### config.mk
export PLATFORM = sky130hd
export DESIGN_NAME = game_tick_sequencer
export DESIGN_NICKNAME = d
export VERILOG_FILES = /design/src/rtl/game_tick_sequencer.sv
export SDC_FILE = /design/constraint.sdc
export NUM_CORES = 1
export LEC_CHECK = 0
export CELL_PAD_IN_SITES_DETAIL_PLACEMENT = 1
export CELL_PAD_IN_SITES_GLOBAL_PLACEMENT = 1
export CORE_MARGIN = 5
export CORE_UTILIZATION = 42
export CTS_CLUSTER_SIZE = 30
export DETAILED_ROUTE_END_ITERATION = 8
export GPL_TIMING_DRIVEN = 0
export PLACE_DENSITY_LB_ADDON = 0.1
export SETUP_SLACK_MARGIN = 0.1
export SLEW_MARGIN = 20
export SYNTH_ARGS = -nofsm -noshare
export SYNTH_HDL_FRONTEND = slang
export SYNTH_SLANG_ARGS = --single-unit
### constraint.sdc
create_clock -name clk -period 3.1 [get_ports clk]
set_clock_uncertainty 0.15 [all_clocks]
set_input_delay 0.93 -clock clk [delete_from_list [all_inputs] [get_ports clk]]
set_output_delay 0.93 -clock clk [all_outputs]
set_load 0.05 [all_outputs]
### src/rtl/game_tick_sequencer.sv
// Game clock for the dino player group: two-phase tick divider, IDLE/PLAYING/OVER
// sequencing, BCD score/high score and level-driven speed-up of the tick period.
module game_tick_sequencer #(
   parameter int CLK_DIV_INIT    = 8,
   parameter int CLK_DIV_MIN     = 4,
   parameter int SPEEDUP_STEP    = 2,
   parameter int TICKS_PER_LEVEL = 3
) (
   input  logic        clk,
   input  logic        reset_n,
   input  logic        game_start_pulse,
   input  logic        game_over_pulse,
   output logic [1:0]  game_tick,
   output logic        playing,
   output logic [15:0] score,
   output logic [15:0] high_score,
   output logic [3:0]  level,
   output logic        new_high
);

   localparam int CW = $clog2(CLK_DIV_INIT + 1);
   localparam int LW = $clog2(TICKS_PER_LEVEL + 1);
   localparam logic [CW-1:0] INIT_C = CW'(CLK_DIV_INIT);
   localparam logic [CW-1:0] MIN_C  = CW'(CLK_DIV_MIN);
   localparam logic [CW-1:0] STEP_C = CW'(SPEEDUP_STEP);
   localparam logic [CW-1:0] ONE_C  = CW'(1);
   localparam logic [LW-1:0] TPL_M1 = LW'(TICKS_PER_LEVEL - 1);
   localparam logic [LW-1:0] LONE_C = LW'(1);

   typedef enum logic [1:0] {
      S_IDLE    = 2'd0,
      S_PLAYING = 2'd1,
      S_OVER    = 2'd2
   } state_t;

   state_t        state_q, state_d;
   logic [CW-1:0] cnt_q, cnt_d;
   logic [CW-1:0] period_q, period_d;
   logic [LW-1:0] lvl_cnt_q, lvl_cnt_d;
   logic [15:0]   score_q, score_d;
   logic [15:0]   high_q, high_d;
   logic [3:0]    level_q, level_d;
   logic          tick1_q;
   logic          new_high_q, new_high_d;
   logic          tick0;
   logic [15:0]   score_inc;
   logic [4:0]    carry;

   assign tick0 = (cnt_q == '0);

   // BCD ripple increment; carry[4] set means every digit is 9 (saturated).
   assign carry[0] = 1'b1;
   for (genvar gi = 0; gi < 4; gi++) begin : g_bcd
      logic [3:0] dig;
      assign dig = score_q[4*gi +: 4];
      assign score_inc[4*gi +: 4] = carry[gi] ? ((dig == 4'd9) ? 4'd0 : dig + 4'd1) : dig;
      assign carry[gi+1] = carry[gi] & (dig == 4'd9);
   end

   always_comb begin
      state_d    = state_q;
      cnt_d      = tick0 ? (period_q - ONE_C) : (cnt_q - ONE_C);
      period_d   = period_q;
      lvl_cnt_d  = lvl_cnt_q;
      level_d    = level_q;
      score_d    = score_q;
      high_d     = high_q;
      new_high_d = 1'b0;
      case (state_q)
         S_PLAYING: begin
            if (tick1_q) begin
               if (!carry[4]) begin
                  score_d = score_inc;
               end
               if (lvl_cnt_q == TPL_M1) begin
                  lvl_cnt_d = '0;
                  if (level_q != 4'd15) begin
                     level_d = level_q + 4'd1;
                  end
                  // Compare before subtracting so the period never wraps below the floor.
                  if (int'(period_q) >= CLK_DIV_MIN + SPEEDUP_STEP) begin
                     period_d = period_q - STEP_C;
                  end else begin
                     period_d = MIN_C;
                  end
               end else begin
                  lvl_cnt_d = lvl_cnt_q + LONE_C;
               end
            end
            // Game over overrides any same-cycle speed-up and ignores start.
            if (game_over_pulse) begin
               state_d  = S_OVER;
               period_d = INIT_C;
               if (score_q > high_q) begin
                  high_d     = score_q;
                  new_high_d = 1'b1;
               end
            end
         end
         default: begin
            if (game_start_pulse) begin
               state_d   = S_PLAYING;
               score_d   = '0;
               level_d   = '0;
               lvl_cnt_d = '0;
               period_d  = INIT_C;
            end
         end
      endcase
   end

   always_ff @(posedge clk or negedge reset_n) begin
      if (!reset_n) begin
         state_q    <= S_IDLE;
         cnt_q      <= INIT_C - ONE_C;
         period_q   <= INIT_C;
         lvl_cnt_q  <= '0;
         score_q    <= '0;
         high_q     <= '0;
         level_q    <= '0;
         tick1_q    <= 1'b0;
         new_high_q <= 1'b0;
      end else begin
         state_q    <= state_d;
         cnt_q      <= cnt_d;
         period_q   <= period_d;
         lvl_cnt_q  <= lvl_cnt_d;
         score_q    <= score_d;
         high_q     <= high_d;
         level_q    <= level_d;
         tick1_q    <= tick0;
         new_high_q <= new_high_d;
      end
   end

   assign game_tick  = {tick1_q, tick0};
   assign playing    = (state_q == S_PLAYING);
   assign score      = score_q;
   assign high_score = high_q;
   assign level      = level_q;
   assign new_high   = new_high_q;

endmodule
======== Yosys cells after proc, flatten, opt, wreduce, memory -nomap -nowiden ========
Cells that the tools add are included.
cells by class
  $add $sub $neg .......................... 9
  multiply operators ...................... 0
  divide/modulo/power cells ............... 0
  order comparisons ....................... 2
  equality and inequality tests ........... 17
  shift-type cells ........................ 0
  multiplexer cells ....................... 33
  bitwise gates (word level) .............. 3
  reduce and logical (&&, ||, !) cells .... 11
operators by type and width
  kind                                                               number
  two-way mux 4 bit                                                  19
  two-way mux 16 bit                                                 4
  adder 4 x 1 -> 4 bit, second input constant                        5
  equality test 4 bit, second input constant                         4
  > comparator 16 bit                                                1
  AND reduction 4 bit                                                4
  two-way mux 2 bit                                                  7
  != test 2 x 1 -> 1 bit, second input constant                      6
  AND reduction 3 bit                                                3
  subtractor 4 x 1 -> 4 bit, second input constant                   2
  != test 3 x 2 -> 1 bit, second input constant                      2
  greater-or-equal comparator 4 x 3 -> 1 bit, second input constant  1
  zero test 4 bit                                                    1
  != test 2 bit, second input constant                               2
  != test 4 bit, second input constant                               1
  AND reduction 2 bit                                                2
  subtractor 4 x 2 -> 4 bit, second input constant                   1
  AND 1 bit                                                          3
  two-way mux 1 bit                                                  3
  adder 2 x 1 -> 2 bit, second input constant                        1
  equality test 2 x 1 -> 1 bit, second input constant                1
  equality test 2 bit, second input constant                         1
  nonzero test 2 bit                                                 1
word-level totals
  register bits ........................... 50
  bits in latches ......................... 0
  bits in writable memories ............... 0
  bits in read-only memories .............. 0
  input port bits ......................... 4
  output and inout bits ................... 40
  word-level logic and storage cells ...... 87
  memories ................................ 0

======== Longest topological paths before layout ========
  depth after elaboration ................. 7
  mapped depth ............................ 10
  mapped depth without buffers ............ 7

======== Worst setup path after synthesis ========
No wires, ideal clock.
  kind .................................... reg2reg
  start ................................... reg high_q[14] (netlist: high_score[14])
  end ..................................... reg high_q[10] (netlist: high_score[10])
  setup time .............................. 0.101 ns
  arrival time ............................ 2.451 ns
  required time ........................... 2.849 ns
  slack ................................... 0.398 ns
  cell stages (with the launch flop) ...... 11
  buffers on the path ..................... 3
  period minus slack after synthesis ...... 2.702 ns
  cell sequence ........................... dfrtp_1 -> inv_1 -> ha_1 -> nand4_2 -> nor4_2 -> a21bo_1 -> buf_6 -> and3_1 -> buf_6 -> buf_6 -> o311ai_2
between the ends
  longest elaborated chain between the ends .. 2
ends and longest elaborated chain
  what                           line  source
  start, declared                41    logic [15:0] high_q, high_d;
  start signal, assigned         129   high_q <= high_d;
  > comparator 16 bit            94    if (score_q > high_q) begin
  AND reduction 3 bit (no line)  --
Every way passes these cells.
A chain may end at the register's enable or synchronous reset.

======== Worst setup path in the final report ========
  start ................................... reg cnt_q[0]
  end ..................................... out game_tick[0]
between the ends
  longest elaborated chain between the ends .. 1
ends and longest elaborated chain
  what                    line  source
  start, declared         37    logic [CW-1:0] cnt_q, cnt_d;
  start signal, assigned  115   cnt_q <= INIT_C - ONE_C;
  start signal, assigned  125   cnt_q <= cnt_d;
  zero test 4 bit         49    assign tick0 = (cnt_q == '0);
  end, declared           13    output logic [1:0] game_tick,
Every way passes these cells.

==> results.md <==
- Post-Route Hold Slack: 338 ps
- Iter 0 DRT Violations: 92
- Synthesized-area fraction occupied by ao, oa, aoi and oai cells: 0.164
- Via count of the first global-routing pass: 2,752
- EDFF count, synth: 0
- Avg Inst Size Synth: 9.18 um^2
- Number of vias per cell: 5.55
- Synthesized-area fraction occupied by xor and xnor cells: 0.0198
- Combinational group share of total power: 0.442
- Effective utilization at floorplan: 0.429
- IO Pins: 44
- TritonRoute pass-1 iters: 4
- Initial antenna violation count: 0
- Status: finished, final reports clean
- Synthesized flop and latch total: 49
- Gpl congestion: 0.803
- Sequential area share after synthesis: 0.398
- Dpl hpwl: 6310 um
- Synth-to-layout area growth: 21.4%
- Maximum operating frequency: 0.345 GHz
- Tcrit/Tclk final: 0.934
- Antenna diodes: 0
- Endpoint kind of the worst setup timing path: primary output
- Hold Vio Cnt, Final: 0
- Total clock sinks: 49
- Worst EP arrival: 1810 ps
- Top fanout value on the critical path: 5
- Synth async-reset ratio: 1.00
- Non-filler instance count after layout: 487
- Number of warnings printed during yosys synthesis: 0
- Count of nets after finishing: 418
- Transition time at the pin with the least slew margin: 898 ps
- Full die area: 9180 um^2
- Highest ir drop seen on vdd: 0.397 mV
- Top cells by count, synth: 45 x sky130_fd_sc_hd__dfrtp_1, 40 x sky130_fd_sc_hd__nand2_1, 37 x sky130_fd_sc_hd__inv_1, 30 x sky130_fd_sc_hd__nand3_1, 27 x sky130_fd_sc_hd__ha_1
- Number of setup violations in the final report: 0
- IO buf count: 43
- P_sw: 1130 uW
- Cell type with the largest total area after synthesis: sky130_fd_sc_hd__dfrtp_1
- Data required, critical path: 2020 ps
- Post-Synthesis Cell Area: 3090 um^2
- Worst min-delay path class: register to register
- Number of pins with negative max-slew slack in the final report: 0
- Clock slew at reported path FFs: 80 ps
- Remaining design rule violation count: 0
- Ratio of total power to cell area: 650 nW/um^2
- Rows: 31
- Clk Latency, worst-skew pair: 300 ps
- Summed negative setup slack over all endpoints: 0 ps
- Placed instance count: 479
- Leak Pwr: 0.00181 uW
- Die extent in y: 95.8 um
- Start-to-end type of the worst setup path: register to primary output
- Relative slew slack: 0.392
- Buffers inserted during post-CTS setup optimization: 0
- Number of clock buffers inserted by TritonCTS: 5
- Cell count after synthesis: 337
- Global routing usage summed across all routing layers: 0.193
- Total gr overflow: 0
- Core area: 7210 um^2
- Post-synth top area share: 0.364
- Flip-flop cell with the highest count after synthesis: sky130_fd_sc_hd__dfrtp_1
- Routed len/inst: 17.2 um
- Setup repair after global routing missed its margin: yes
- Critical path launch point type: register
- Clock Tree Buf Depth: 2
- Pin count of the biggest net entering global routing: 50
- Detailed-route via count: 2,702
- Chip width: 95.8 um
- Number of H-tree branching levels: 2
- Post-layout minimum cycle time: 2890 ps
- Internal power: 1320 uW
- Top cells by area, synth: sky130_fd_sc_hd__dfrtp_1 36%, sky130_fd_sc_hd__ha_1 11%, sky130_fd_sc_hd__nand2_1 4.9%
- Share of synthesized cell area in and, or, nand and nor gates: 0.222
- Clock root buffer: sky130_fd_sc_hd__clkbuf_8
- Share of synthesized area spent on multiplexers: 0.0105
- Switching power as a share of total power: 0.461
- PnR Total Power: 2440 uW
- Count of cells resized by post-cts repair: 3
- Overall routed net length: 8390 um
- Net count after synthesis: 368
- Dominant cell by count in the synthesized netlist: sky130_fd_sc_hd__dfrtp_1
- Share of power burned in the clock network: 0.171
- Final core occ: 0.521
- Global-route wire length before repair: 13,800 um
- Portion of total power attributed to sequential cells: 0.387
- Setup slack of the worst register-to-register path: 320 ps
- Maxcap violations: 0
- Dominant combinational cell family by area after synthesis: simple AND/OR/NAND/NOR gates
- Hold-fix buffer count after cts: 0
- Number of distinct library cells after synthesis: 52
- Clock tree from TritonCTS: yes
- Count of nets left with antenna violations after detail routing: 0
- Share of final-layout standard cells stronger than drive strength 1: 0.0928
- Post-synthesis adder-cell area fraction: 0.109
[final timing paths]
path,from,endpoint,cells past startpoint
min,cnt_q[0]$_DFF_PN1_,cnt_q[0]$_DFF_PN1_,1
min reg2reg,cnt_q[0]$_DFF_PN1_,cnt_q[0]$_DFF_PN1_,1
max reg2reg,score[14]$_DFFE_PN0P_,high_score[9]$_DFFE_PN0P_,9
min in group asynchronous,reset_n,high_score[3]$_DFFE_PN0P_,1
max in group asynchronous,reset_n,score[5]$_DFFE_PN0P_,1
max,cnt_q[0]$_DFF_PN1_,game_tick[0],3
[cell families (layout without fill, tap and decap cells)]
logic type	count (synthesis)	after routing
muxes	3	3
adders and majority gates	27	27
buffers and inverters	54	105
AOI/OAI and AO/OA	64	64
xor gates and xnor gates	7	7
DFF	49	49
and+or+nand+nor	133	133
[layer usage]
layer / routed length (um) / global-route usage
met1: 3890 / 0.250
met2: 4150 / 0.336
met3: 251 / 0.0328
met4: 98 / 0.0462
met5: 0 / 0
[flip-flops by register name, summed over array words and instances (netlist names)]
| name | cells |
|---|---|
| tick1_q | 1 |
| cnt_q | 4 |
| new_high | 1 |
| high_score | 16 |
| period_q | 3 |
| state_q | 2 |
| level | 4 |
| score | 16 |
| lvl_cnt_q | 2 |
[through the flow]
stage | worst slack (ps) | cell area [um^2]
final | 205 | 3760
after global routing | 82.8 | 3760
after CTS | 123 | 3750
after detailed placement | -30.6 | 3640
after global placement | -569 | 3650
after floorplan | 398 | 3090
[worst max-delay path: stages (launching register included)]
cell,delay [ps]
sky130_fd_sc_hd__dfstp_2,390
sky130_fd_sc_hd__nor4_2,470
sky130_fd_sc_hd__buf_4,180
sky130_fd_sc_hd__clkdlybuf4s15_1,480
[cell type report]
class	instances	area, um^2
repair buffers	43	427
well taps	99	124
clock buffers	7	96.3
clock inverters	1	5.00
fillers	871	3460
inverters	38	144
plain buffers	16	92.6
flip-flops and latches	49	1230
multi-input cells	234	1640
[cells in the final DEF (no fill, tap or decap), types with 3 or more instances in the layout]
| cell type | netlist | final |
|---|---|---|
| sky130_fd_sc_hd__a21oi_1 | 8 | 8 |
| sky130_fd_sc_hd__clkbuf_8 | 0 | 7 |
| sky130_fd_sc_hd__buf_4 | 2 | 3 |
| sky130_fd_sc_hd__nor4_1 | 16 | 15 |
| sky130_fd_sc_hd__nand2_1 | 40 | 40 |
| sky130_fd_sc_hd__o311ai_2 | 9 | 9 |
| sky130_fd_sc_hd__or3_1 | 3 | 3 |
| sky130_fd_sc_hd__buf_6 | 3 | 3 |
| sky130_fd_sc_hd__nor3_1 | 4 | 3 |
| sky130_fd_sc_hd__dfstp_2 | 4 | 4 |
| sky130_fd_sc_hd__xnor2_1 | 4 | 4 |
| sky130_fd_sc_hd__nor2_1 | 15 | 15 |
| sky130_fd_sc_hd__inv_1 | 37 | 37 |
| sky130_fd_sc_hd__nand4_1 | 5 | 5 |
| sky130_fd_sc_hd__o311ai_0 | 6 | 6 |
| sky130_fd_sc_hd__clkbuf_1 | 8 | 8 |
| sky130_fd_sc_hd__dfrtp_1 | 45 | 45 |
| sky130_fd_sc_hd__nand3_1 | 30 | 30 |
| sky130_fd_sc_hd__and3b_1 | 3 | 3 |
| sky130_fd_sc_hd__and3_1 | 3 | 3 |
| sky130_fd_sc_hd__clkdlybuf4s50_1 | 0 | 40 |
| sky130_fd_sc_hd__xor2_1 | 3 | 3 |
| sky130_fd_sc_hd__o31ai_1 | 3 | 3 |
| sky130_fd_sc_hd__o21ai_0 | 20 | 20 |
| sky130_fd_sc_hd__ha_1 | 27 | 27 |
[power by group through the flow]
stage	registers [uW]	logic [uW]	clock network, uW
2_1_floorplan	1100	564	0
3_3_place_gp	948	1050	0
6_report	944	1080	418
5_1_grt	969	1180	463
4_1_cts	943	1090	437
3_5_place_dp	951	1090	0
(Power assumes the default switching activity.)
